===== config.mk =====
export PLATFORM = sky130hd
export DESIGN_NAME = sid_bus_master
export DESIGN_NICKNAME = d
export VERILOG_FILES = /design/src/rtl/sid.sv /design/src/rtl/sid_phi2_gen.sv /design/src/rtl/sid_bus_master.sv
export SDC_FILE = /design/constraint.sdc
export NUM_CORES = 1
export LEC_CHECK = 0
export ABC_CLOCK_PERIOD_IN_PS = 2900
export CORE_UTILIZATION = 30
export DETAILED_ROUTE_END_ITERATION = 8
export GPL_ROUTABILITY_DRIVEN = 0
export SETUP_SLACK_MARGIN = 0.15
export SLEW_MARGIN = 0
export SYNTH_ARGS = -nofsm -noshare
export SYNTH_HDL_FRONTEND = slang
export SYNTH_SLANG_ARGS = --single-unit

===== constraint.sdc =====
create_clock -name clk -period 2.9 [get_ports clk]
set_input_delay 0.725 -clock clk [delete_from_list [all_inputs] [get_ports clk]]
set_output_delay 0.725 -clock clk [all_outputs]
set_load 0.005 [all_outputs]

===== src/rtl/sid.sv =====
// Package sid: SID register-bus types shared by the bus master and the register block.
// Holds the command format, the bus record driven towards the SID cores and small helpers.
package sid;

  typedef logic [7:0] reg8_t;

  // Bus record seen by the SID register block (MOS6510-style bus cycle).
  typedef struct packed {
    logic       phi2;
    logic       r_w_n;
    logic [4:0] addr;
    reg8_t      data;
    logic       res;
  } bus_i_t;

  typedef enum logic [1:0] {
    OP_WAIT  = 2'd0,
    OP_WRITE = 2'd1,
    OP_READ  = 2'd2,
    OP_RESET = 2'd3
  } bus_op_t;

  typedef struct packed {
    bus_op_t    op;
    logic       chip;
    logic [4:0] addr;
    reg8_t      data;
  } bus_cmd_t;

  typedef enum logic [1:0] {
    ST_IDLE   = 2'd0,
    ST_ACCESS = 2'd1,
    ST_WAIT   = 2'd2,
    ST_RESET  = 2'd3
  } bm_state_t;

  localparam int WAIT_CNT_W = 13;

  // One-hot chip select for SID 0 / SID 1.
  function automatic logic [1:0] chip_sel(input logic chip);
    return chip ? 2'b10 : 2'b01;
  endfunction

  // Number of idle bus cycles a WAIT command occupies; zero still costs one cycle.
  function automatic logic [WAIT_CNT_W-1:0] wait_len(input logic [4:0] addr, input reg8_t data);
    logic [WAIT_CNT_W-1:0] len;
    len = {addr, data};
    return (len == 13'd0) ? 13'd1 : len;
  endfunction

endpackage


===== src/rtl/sid_phi2_gen.sv =====
// sid_phi2_gen: phi2 phase counter. phase runs 0..PHI2_DIV-1, phi2 is low for the first
// half and high for the second half; boundary marks the last clk of every phi2 cycle.
module sid_phi2_gen #(
  parameter int PHI2_DIV = 24,
  parameter int PHASE_W  = $clog2(PHI2_DIV)
) (
  input  logic               clk,
  input  logic               res,
  output logic               phi2,
  output logic [PHASE_W-1:0] phase,
  output logic               boundary
);

  localparam logic [PHASE_W-1:0] LAST    = PHASE_W'(PHI2_DIV - 1);
  localparam logic [PHASE_W-1:0] HALF_M1 = PHASE_W'(PHI2_DIV / 2 - 1);

  generate
    if (((PHI2_DIV % 2) != 0) || (PHI2_DIV < 4)) begin : g_bad_div
      $error("sid_phi2_gen: PHI2_DIV must be even and >= 4");
    end
  endgenerate

  // Phase counter with phi2 registered alongside it so both change on the same edge.
  always_ff @(posedge clk) begin
    if (res) begin
      phase <= '0;
      phi2  <= 1'b0;
    end else if (phase == LAST) begin
      phase <= '0;
      phi2  <= 1'b0;
    end else begin
      phase <= phase + PHASE_W'(1);
      phi2  <= (phase >= HALF_M1);
    end
  end

  assign boundary = (phase == LAST);

endmodule


===== src/rtl/sid_bus_master.sv =====
// sid_bus_master: turns register commands into whole-phi2-cycle SID bus cycles for two chips.
// Configuration macro: SID_BUS_MASTER_READ_EN enables READ bus cycles with rd_valid/rd_data;
// without it a READ costs one idle bus cycle and rd_valid/rd_data are tied low.
module sid_bus_master
  import sid::*;
#(
  parameter int PHI2_DIV   = 24,
  parameter int RES_CYCLES = 10
) (
  input  logic       clk,
  input  logic       res,
  input  logic       cmd_valid,
  output logic       cmd_ready,
  input  bus_cmd_t   cmd,
  output bus_i_t     bus_o,
  output logic [1:0] cs_o,
  input  reg8_t      data_i,
  output logic       rd_valid,
  output reg8_t      rd_data,
  output logic       busy
);

  localparam int PHASE_W   = $clog2(PHI2_DIV);
  localparam int RES_CNT_W = $clog2(RES_CYCLES + 1);
  localparam logic [PHASE_W-1:0]   PRE_LAST = PHASE_W'(PHI2_DIV - 2);
  localparam logic [RES_CNT_W-1:0] RES_LOAD = RES_CNT_W'(RES_CYCLES);

  logic                  phi2_s;
  logic [PHASE_W-1:0]    phase_s;
  logic                  boundary_s;
  logic                  pre_boundary_s;
  logic                  ends_s;
  logic                  take_s;

  bm_state_t             state_r;
  logic [WAIT_CNT_W-1:0] wait_cnt_r;
  logic [RES_CNT_W-1:0]  res_cnt_r;
  logic                  cmd_ready_r;
  logic                  r_w_n_r;
  logic [4:0]            addr_r;
  reg8_t                 data_r;
  logic                  bus_res_r;
  logic [1:0]            cs_r;

  sid_phi2_gen #(
    .PHI2_DIV (PHI2_DIV),
    .PHASE_W  (PHASE_W)
  ) u_phi2_gen (
    .clk      (clk),
    .res      (res),
    .phi2     (phi2_s),
    .phase    (phase_s),
    .boundary (boundary_s)
  );

  assign pre_boundary_s = (phase_s == PRE_LAST);
  assign take_s         = boundary_s & cmd_valid & cmd_ready_r;

  // Does the bus cycle now in progress finish the current command (or is there none)?
  always_comb begin
    ends_s = 1'b1;
    case (state_r)
      ST_IDLE:   ends_s = 1'b1;
      ST_ACCESS: ends_s = 1'b1;
      ST_WAIT:   ends_s = (wait_cnt_r == 13'd1);
      ST_RESET:  ends_s = (res_cnt_r == RES_CNT_W'(1));
      default:   ends_s = 1'b1;
    endcase
  end

`ifdef SID_BUS_MASTER_READ_EN
  logic  rd_pend_r;
  logic  rd_valid_r;
  reg8_t rd_data_r;
`endif

  // Command FSM: accepts at phi2 boundaries and registers every bus field except phi2.
  always_ff @(posedge clk) begin
    if (res) begin
      state_r     <= ST_IDLE;
      wait_cnt_r  <= '0;
      res_cnt_r   <= '0;
      cmd_ready_r <= 1'b0;
      r_w_n_r     <= 1'b1;
      addr_r      <= 5'd0;
      data_r      <= 8'd0;
      bus_res_r   <= 1'b0;
      cs_r        <= 2'b00;
`ifdef SID_BUS_MASTER_READ_EN
      rd_pend_r   <= 1'b0;
      rd_valid_r  <= 1'b0;
      rd_data_r   <= 8'd0;
`endif
    end else begin
      // Ready is raised for exactly the boundary clk of a finishing bus cycle.
      cmd_ready_r <= pre_boundary_s & ends_s;
`ifdef SID_BUS_MASTER_READ_EN
      rd_valid_r <= 1'b0;
      if (boundary_s && (state_r == ST_ACCESS) && rd_pend_r) begin
        rd_valid_r <= 1'b1;
        rd_data_r  <= data_i;
      end
`endif
      if (boundary_s) begin
        if (take_s || ends_s) begin
          // Next bus cycle starts idle unless the new command overrides it below.
          state_r   <= ST_IDLE;
          r_w_n_r   <= 1'b1;
          addr_r    <= 5'd0;
          data_r    <= 8'd0;
          bus_res_r <= 1'b0;
          cs_r      <= 2'b00;
`ifdef SID_BUS_MASTER_READ_EN
          rd_pend_r <= 1'b0;
`endif
        end
        if (take_s) begin
          case (cmd.op)
            OP_WRITE: begin
              state_r <= ST_ACCESS;
              r_w_n_r <= 1'b0;
              addr_r  <= cmd.addr;
              data_r  <= cmd.data;
              cs_r    <= chip_sel(cmd.chip);
            end
            OP_READ: begin
`ifdef SID_BUS_MASTER_READ_EN
              state_r   <= ST_ACCESS;
              addr_r    <= cmd.addr;
              cs_r      <= chip_sel(cmd.chip);
              rd_pend_r <= 1'b1;
`else
              state_r    <= ST_WAIT;
              wait_cnt_r <= 13'd1;
`endif
            end
            OP_RESET: begin
              state_r   <= ST_RESET;
              res_cnt_r <= RES_LOAD;
              bus_res_r <= 1'b1;
            end
            OP_WAIT: begin
              state_r    <= ST_WAIT;
              wait_cnt_r <= wait_len(cmd.addr, cmd.data);
            end
            default: begin
              state_r <= ST_IDLE;
            end
          endcase
        end else if (!ends_s) begin
          case (state_r)
            ST_WAIT:  wait_cnt_r <= wait_cnt_r - 13'd1;
            ST_RESET: res_cnt_r  <= res_cnt_r - RES_CNT_W'(1);
            default:  state_r    <= state_r;
          endcase
        end
      end
    end
  end

  assign bus_o     = '{phi2: phi2_s, r_w_n: r_w_n_r, addr: addr_r, data: data_r, res: bus_res_r};
  assign cs_o      = cs_r;
  assign cmd_ready = cmd_ready_r;
  assign busy      = (state_r != ST_IDLE);

`ifdef SID_BUS_MASTER_READ_EN
  assign rd_valid = rd_valid_r;
  assign rd_data  = rd_data_r;
`else
  logic unused_data_s;
  assign unused_data_s = ^data_i;
  assign rd_valid      = 1'b0;
  assign rd_data       = 8'd0;
`endif

endmodule


==> results of run 1 <==
[worst max-delay path, cell delays in order (launching register included)]
cell and delay (ns):
sky130_fd_sc_hd__dfxtp_1 0.34, sky130_fd_sc_hd__inv_1 0.10, sky130_fd_sc_hd__ha_1 0.14, sky130_fd_sc_hd__or4b_2 0.63, sky130_fd_sc_hd__nor4_4 0.28, sky130_fd_sc_hd__a211o_2 0.24
sky130_fd_sc_hd__a21oi_2 0.06, sky130_fd_sc_hd__buf_4 0.19, sky130_fd_sc_hd__a22o_1 0.24
[area by class of cell]
class | count | area [µm²] | share of cell area, %
Clock buffer | 5 | 68.8 | 2.52
Clock inverter | 2 | 37.5 | 1.38
Inverter | 10 | 37.5 | 1.38
Multi-Input combinational cell | 179 | 1150 | 42.1
Sequential cell | 43 | 861 | 31.6
Tap cell | 96 | 120 | 4.40
Timing Repair Buffer | 48 | 455 | 16.7
[cell families after synthesis]
family | after synthesis | synth area share [%]
xor gates and xnor gates | 7 | 2.84
AOI/OAI and AO/OA | 76 | 23.5
adders and majority gates | 6 | 3.47
and+or+nand+nor | 81 | 21.5
buffers and inverters | 34 | 8.69
DFF | 43 | 39.8
other | 1 | 0.174
[layer usage]
layer / vias up / track usage, % / wire [µm]
met2: 31 / 21.9 / 2320
met4: 0 / 4.85 / 51
met1: 900 / 19.4 / 2560
met5: - / 0 / 0
li1: 974 / - / -
met3: 7 / 2.94 / 142
[sequential cells by signal, summed over array words and instances (netlist names), 2 cells and up]
register	cells
addr_r	5
cs_o	2
data_r	8
res_cnt_r	4
state_r	2
u_phi2_gen.phase	5
wait_cnt_r	13
[path summary, 6_finish.rpt]
kind / startpoint / to / slack, ns
worst min-delay path: r_w_n_r / r_w_n_r / 0.45
worst max register to register: wait_cnt_r[1] / data_r[0] / 0.56
worst max-delay path: wait_cnt_r[1] / data_r[0] / 0.56
worst min register to register: r_w_n_r / r_w_n_r / 0.45
[through the flow]
| stage | power (W) | hold WS, ns | util (%) |
|---|---|---|---|
| 6_report | 0.00114 | 0.451 | 39.7 |
| 5_1_grt | 0.00119 | 0.496 | 39.7 |
| 4_1_cts | 0.00116 | 0.461 | 39.7 |
| 3_5_place_dp | 0.000692 | 0.446 | 38.2 |
| 3_3_place_gp | 0.000692 | 0.434 | 38.2 |
| 2_1_floorplan | 0.000655 | 0.426 | - |
[power groups by stage]
stage               logic [W]  clock network, W  registers [W]
detailed placement  0.0000771                 0       0.000614
finish              0.0000774          0.000459       0.000600
CTS                 0.0000775          0.000480       0.000600
floorplan           0.0000415                 0       0.000613
global placement    0.0000775                 0       0.000614
global route        0.0000848          0.000507       0.000602
[synth_stat cells (2+ instances only)]
cell	count	share of area [%]
sky130_fd_sc_hd__nand3_1	9	2.1
sky130_fd_sc_hd__o21ai_0	18	4.2
sky130_fd_sc_hd__ha_1	6	3.5
sky130_fd_sc_hd__o21a_1	3	1.0
sky130_fd_sc_hd__nor3_1	14	3.2
sky130_fd_sc_hd__a211oi_1	2	0.69
sky130_fd_sc_hd__a32o_1	2	0.93
sky130_fd_sc_hd__a22o_1	15	6.1
sky130_fd_sc_hd__buf_2	3	0.69
sky130_fd_sc_hd__buf_4	13	4.5
sky130_fd_sc_hd__a31oi_1	2	0.58
sky130_fd_sc_hd__and3_1	8	2.3
sky130_fd_sc_hd__xnor2_1	5	2.0
sky130_fd_sc_hd__inv_1	10	1.7
sky130_fd_sc_hd__dfxtp_1	43	40
sky130_fd_sc_hd__a211o_1	2	0.81
sky130_fd_sc_hd__a21oi_1	21	4.9
sky130_fd_sc_hd__nor4_1	6	1.7
sky130_fd_sc_hd__clkbuf_1	7	1.2
sky130_fd_sc_hd__nand4_1	2	0.58
sky130_fd_sc_hd__xor2_1	2	0.81
sky130_fd_sc_hd__nor3b_1	4	1.4
sky130_fd_sc_hd__nand2_1	11	1.9
sky130_fd_sc_hd__nor2_1	13	2.3
sky130_fd_sc_hd__a2111oi_0	2	0.81
==> impl_metrics.prom, run 1 <==
# TYPE chip_impl_metric gauge
chip_impl_info{name="run_status",value="complete, no violations"} 1
chip_impl_info{name="ys.flop_type",value="sky130_fd_sc_hd__dfxtp_1"} 1
chip_impl_metric{name="floorplan.die_area",unit="µm²"} 7550
chip_impl_metric{name="dp_hpwl",unit="µm"} 3600
chip_impl_metric{name="die_w",unit="µm"} 86.9
chip_impl_metric{name="wl",unit="µm"} 5070
chip_impl_info{name="endpoint_kind",value="register"} 1
chip_impl_metric{name="worst_pin_slew",unit="ns"} 0.503
chip_impl_metric{name="layout.filler_cells",unit=""} 720
chip_impl_metric{name="initial_utilization",unit="%"} 31.5
chip_impl_metric{name="biggest_fanout_along_the_worst_timing_path",unit=""} 16
chip_impl_info{name="startpoint_type",value="register"} 1
chip_impl_metric{name="slew_headroom",unit="%"} 66.2
chip_impl_metric{name="num_antenna_cells",unit=""} 0
chip_impl_metric{name="power.leakage",unit="nW"} 1.03
chip_impl_metric{name="post-place-ws",unit="ns"} 0.245
chip_impl_metric{name="design.core.area",unit="µm²"} 6870
chip_impl_metric{name="swShare",unit="%"} 22.1
chip_impl_metric{name="detailroute.via_count",unit=""} 1912
chip_impl_metric{name="synth.cell_area",unit="µm²"} 2160
chip_impl_metric{name="layoutNonFillerInstCount",unit=""} 383
chip_impl_metric{name="cts_max_level",unit=""} 2
chip_impl_metric{name="sequentialPowerShare",unit="%"} 52.8
chip_impl_metric{name="synth.avg_cell_area",unit="µm²"} 8.71
chip_impl_metric{name="cts_resized",unit=""} 0
chip_impl_metric{name="cellPowerDensity",unit="nW/µm²"} 417
chip_impl_metric{name="layout-drive-gt1-share",unit="%"} 9.06
chip_impl_metric{name="fin_setup_tns",unit="ns"} 0
chip_impl_metric{name="finalSetupViolations",unit=""} 0
chip_impl_metric{name="grt_antenna_before_repair",unit=""} 0
chip_impl_metric{name="cts_setup_buffers",unit=""} 0
chip_impl_info{name="path_class",value="register to register"} 1
chip_impl_metric{name="drt_iter0_drc",unit=""} 48
chip_impl_metric{name="globalRouteOverflowTotal",unit=""} 0
chip_impl_metric{name="floorplan.die.height",unit="µm"} 86.9
chip_impl_metric{name="netSwitchingPower",unit="W"} 0.000251
chip_impl_metric{name="cts_max_path_buffers",unit=""} 2
chip_impl_metric{name="post_synthesis_sequential_element_count",unit=""} 43
chip_impl_metric{name="drt_pre_antenna_iters",unit=""} 4
chip_impl_metric{name="clock_sink_count",unit=""} 43
chip_impl_metric{name="fin_worst_skew",unit="ns"} 0.00487
chip_impl_metric{name="ios",unit=""} 56
chip_impl_metric{name="ys_seq_area_share",unit="%"} 39.8
chip_impl_metric{name="irDropWorstVdd",unit="mV"} 0.223
chip_impl_metric{name="share_comb_of_total_power",unit="%"} 6.8
chip_impl_metric{name="synth_cells",unit=""} 248
chip_impl_metric{name="reg2regPathDepth",unit=""} 8
chip_impl_metric{name="vias_per_cell",unit=""} 4.99
chip_impl_metric{name="drcViolationCount",unit=""} 0
chip_impl_info{name="layout_commonest_cell",value="sky130_fd_sc_hd__dfxtp_1"} 1
chip_impl_metric{name="largest_net_degree_at_the_start_of_global_routing",unit=""} 27
chip_impl_metric{name="path_clk_slew",unit="ns"} 0.08
chip_impl_metric{name="synth_edf_count",unit=""} 0
chip_impl_metric{name="areaGrowthSynthToFinish",unit="%"} 26.2
chip_impl_metric{name="wl_per_cell",unit="µm"} 13.2
chip_impl_metric{name="post-route-period-util",unit="%"} 80.5
chip_impl_info{name="cts_tree",value="done"} 1
chip_impl_metric{name="report.final.slew_viol_count",unit=""} 0
chip_impl_metric{name="core.rowCount",unit=""} 30
chip_impl_metric{name="worst-endpoint-arrival",unit="ns"} 2.52
chip_impl_metric{name="ant_nets",unit=""} 0
chip_impl_metric{name="yosys.cell_types.count",unit=""} 50
chip_impl_metric{name="min_period",unit="ns"} 2.34
chip_impl_metric{name="fin_area",unit="µm²"} 2730
chip_impl_metric{name="power.clock.fraction",unit="%"} 40.4
chip_impl_metric{name="cts-buffers-inserted",unit=""} 5
chip_impl_metric{name="drv_cap",unit=""} 0
chip_impl_metric{name="yosys_warnings",unit=""} 0
chip_impl_metric{name="grt.total_usage",unit="%"} 14.1
chip_impl_metric{name="dpl-instance-area",unit="µm²"} 2620
chip_impl_metric{name="portBuffers",unit=""} 38
chip_impl_metric{name="holdPathStages",unit=""} 2
chip_impl_info{name="clock-root-buffer",value="sky130_fd_sc_hd__clkbuf_8"} 1
chip_impl_info{name="hold_path.class",value="register to register"} 1
chip_impl_metric{name="worst-endpoint-required",unit="ns"} 3.09
chip_impl_info{name="layout.cells.most_common_list",value="43 x sky130_fd_sc_hd__dfxtp_1, 38 x sky130_fd_sc_hd__clkdlybuf4s50_1, 21 x sky130_fd_sc_hd__a21oi_1"} 1
chip_impl_metric{name="internal_cell_power",unit="W"} 0.000886
chip_impl_metric{name="max_freq",unit="GHz"} 0.428
chip_impl_info{name="rsz0062_at_grt",value="false"} 1
chip_impl_metric{name="async_flop_share",unit="%"} 0
chip_impl_metric{name="postCtsHoldBufs",unit=""} 0
chip_impl_metric{name="worst_skew_pair.late_latency",unit="ns"} 0.29
chip_impl_metric{name="grt_first_pass_wirelength",unit="µm"} 8390
chip_impl_metric{name="layout_setup_ws",unit="ns"} 0.565
chip_impl_metric{name="placed_cells_incl_taps",unit=""} 376
chip_impl_metric{name="first_global_vias",unit=""} 1718
chip_impl_metric{name="report.final.hold_viol_count",unit=""} 0
chip_impl_metric{name="design.final.nets",unit=""} 320
No activity file was read; power rests on OpenSTA's default activity.
==> run 2: changes to the inputs <==
- ABC_CLOCK_PERIOD_IN_PS: 2900 -> 2000
- clock period: 2.9 -> 2 ns (I/O delays scaled with it)
==> run 2 against run 1 <==
Effect of this change: the run now ends with negative setup slack left; largest power group unchanged; final cell count rose by 11%; core utilization is 6.9 points higher; routed wire length rose by 17%; hold slack gained 0.0043 ns; sequential share of layout area fell by 4.5 points; register-to-register slack lost 0.58 ns; worst setup slack worse by 0.58 ns; global-route usage increased by 2.4 points; critical endpoint is now data_r[1]; clock power grew 46%; via count grew 12%; largest cell class unchanged; sequential power up 45%.
==> impl_metrics.prom, run 2 (same netlist as run 1, synthesis figures left out) <==
# TYPE chip_impl_metric gauge
chip_impl_metric{name="power.leakage",unit="nW"} 1.28
chip_impl_metric{name="max_freq",unit="GHz"} 0.496
chip_impl_metric{name="path_clk_slew",unit="ns"} 0.08
chip_impl_metric{name="globalRouteOverflowTotal",unit=""} 0
chip_impl_info{name="rsz0062_at_grt",value="true"} 1
chip_impl_info{name="largest_registers",value="wait_cnt_r x13, data_r x8"} 1
chip_impl_metric{name="initial_utilization",unit="%"} 31.5
chip_impl_info{name="failed_checks",value="negative setup slack"} 1
chip_impl_info{name="top_register",value="wait_cnt_r"} 1
chip_impl_metric{name="areaGrowthSynthToFinish",unit="%"} 48.2
chip_impl_metric{name="grt_antenna_before_repair",unit=""} 0
chip_impl_metric{name="first_global_vias",unit=""} 2054
chip_impl_metric{name="biggest_fanout_along_the_worst_timing_path",unit=""} 8
chip_impl_metric{name="drt_iter0_drc",unit=""} 102
chip_impl_metric{name="drt_pre_antenna_iters",unit=""} 4
chip_impl_metric{name="design.core.area",unit="µm²"} 6870
chip_impl_metric{name="worst_skew_pair.late_latency",unit="ns"} 0.29
chip_impl_metric{name="critical-path-max-stage-delay",unit="ns"} 0.56
chip_impl_metric{name="design.final.nets",unit=""} 363
chip_impl_metric{name="min_period",unit="ns"} 2.02
chip_impl_metric{name="grt.total_usage",unit="%"} 16.5
chip_impl_info{name="min_from",value="u_phi2_gen.phase[0]"} 1
chip_impl_metric{name="irDropWorstVdd",unit="mV"} 0.352
chip_impl_metric{name="layout_setup_ws",unit="ns"} -0.0169
chip_impl_info{name="critPathLaunch",value="wait_cnt_r[7]"} 1
chip_impl_metric{name="die_w",unit="µm"} 86.9
chip_impl_metric{name="report.final.slew_viol_count",unit=""} 0
chip_impl_metric{name="detailroute.via_count",unit=""} 2145
chip_impl_metric{name="postCtsHoldBufs",unit=""} 0
chip_impl_metric{name="core.rowCount",unit=""} 30
chip_impl_metric{name="num_antenna_cells",unit=""} 0
chip_impl_metric{name="finalHoldWorstSlack",unit="ns"} 0.456
chip_impl_metric{name="cp_num_buf_inv",unit=""} 1
chip_impl_metric{name="worst-endpoint-required",unit="ns"} 2.19
chip_impl_metric{name="floorplan.die.height",unit="µm"} 86.9
chip_impl_metric{name="portBuffers",unit=""} 38
chip_impl_metric{name="layout-drive-gt1-share",unit="%"} 25.8
chip_impl_info{name="run_status",value="finished, violations left"} 1
chip_impl_info{name="endpoint_kind",value="register"} 1
chip_impl_metric{name="grt_first_pass_wirelength",unit="µm"} 9720
chip_impl_info{name="cts_tree",value="done"} 1
chip_impl_info{name="cp_cell_sequence",value="or4_4 -> nor4_4 -> a211o_2 -> a21oi_4 -> clkbuf_16 -> a22o_1"} 1
chip_impl_info{name="layout.cells.most_common_list",value="46 x sky130_fd_sc_hd__buf_4, 38 x sky130_fd_sc_hd__dfxtp_1, 37 x sky130_fd_sc_hd__clkdlybuf4s50_1"} 1
chip_impl_metric{name="wl_per_cell",unit="µm"} 13.9
chip_impl_info{name="path_class",value="register to register"} 1
chip_impl_metric{name="cts_max_level",unit=""} 2
chip_impl_metric{name="worst-endpoint-arrival",unit="ns"} 2.21
chip_impl_metric{name="clock_sink_count",unit=""} 43
chip_impl_metric{name="floorplan.die_area",unit="µm²"} 7550
chip_impl_metric{name="fin_setup_tns",unit="ns"} -0.104
chip_impl_metric{name="largest_net_degree_at_the_start_of_global_routing",unit=""} 28
chip_impl_metric{name="post-route-period-util",unit="%"} 101
chip_impl_metric{name="r2r_slack",unit="ns"} -0.02
chip_impl_metric{name="report.final.hold_viol_count",unit=""} 0
chip_impl_metric{name="ant_nets",unit=""} 0
chip_impl_metric{name="dp_hpwl",unit="µm"} 4000
chip_impl_metric{name="cellPowerDensity",unit="nW/µm²"} 527
chip_impl_info{name="hold_path.class",value="register to register"} 1
chip_impl_metric{name="drv_cap",unit=""} 0
chip_impl_metric{name="drcViolationCount",unit=""} 0
chip_impl_metric{name="vias_per_cell",unit=""} 5.04
chip_impl_metric{name="wl",unit="µm"} 5940
chip_impl_metric{name="fin_worst_skew",unit="ns"} 0.00725
chip_impl_info{name="cpLargestDelayFamily",value="simple AND/OR/NAND/NOR gates"} 1
chip_impl_metric{name="finalSetupViolations",unit=""} 8
chip_impl_info{name="startpoint_type",value="register"} 1
chip_impl_metric{name="cts-buffers-inserted",unit=""} 5
chip_impl_metric{name="cts_max_path_buffers",unit=""} 2
chip_impl_info{name="slowest_stage",value="sky130_fd_sc_hd__or4_4"} 1
chip_impl_info{name="crit-reg2reg-launch",value="wait_cnt_r[7]"} 1
chip_impl_metric{name="largest_reg_flops",unit=""} 13
chip_impl_info{name="clock-root-buffer",value="sky130_fd_sc_hd__clkbuf_8"} 1
chip_impl_metric{name="ios",unit=""} 56
chip_impl_info{name="layout_commonest_cell",value="sky130_fd_sc_hd__buf_4"} 1
run 2: timing repair:
action	CTS	global route
setup buffers	7	2
gates cloned	2	0
gates resized for setup	14	15
setup endpoints to repair	33	32
pin swaps	5	9
run 2: layout make-up:
type                            count  area (µm²)
Sequential cell                    43         867
Clock inverter                      1        30.0
Multi-Input combinational cell    180        1240
Inverter                           10        37.5
Fill cell                         688        3670
Tap cell                           96         120
Clock buffer                        6        72.6
Timing Repair Buffer               90         832
run 2: final timing paths:
check / end / cells past startpoint
max: data_r[1] / 6
min: u_phi2_gen.phase[0] / 1
max reg2reg: data_r[1] / 6
min reg2reg: u_phi2_gen.phase[0] / 1
run 2: stage by stage:
stage | cell area, µm² | std cells | util, % | power [W] | setup WS (ns)
6_report | 3200 | 426 | 46.6 | 0.00169 | -0.0169
5_1_grt | 3200 | 426 | 46.6 | 0.00175 | -0.107
4_1_cts | 3150 | 424 | 45.9 | 0.00171 | -0.0109
3_5_place_dp | 2910 | 408 | 42.4 | 0.00103 | -0.200
3_3_place_gp | 2910 | 408 | 42.4 | 0.00103 | -0.165
2_1_floorplan | 2210 | 256 | - | 0.000951 | -0.0306
run 2: per-layer routing:
metal  track usage [%]  vias up  routed length [µm]
met5                 0        -                   0
met4              6.21        0                  81
met3              2.94       10                 267
met2              26.1       57                2810
met1              22.4     1017                2780
li1                  -     1061                   -
run 2: where the power goes:
part | switching [W] | total [W] | internal, W
Sequential | 0.00000877 | 0.000871 | 0.000863
Combinational | 0.0000656 | 0.000148 | 0.0000821
Clock | 0.000302 | 0.000668 | 0.000367
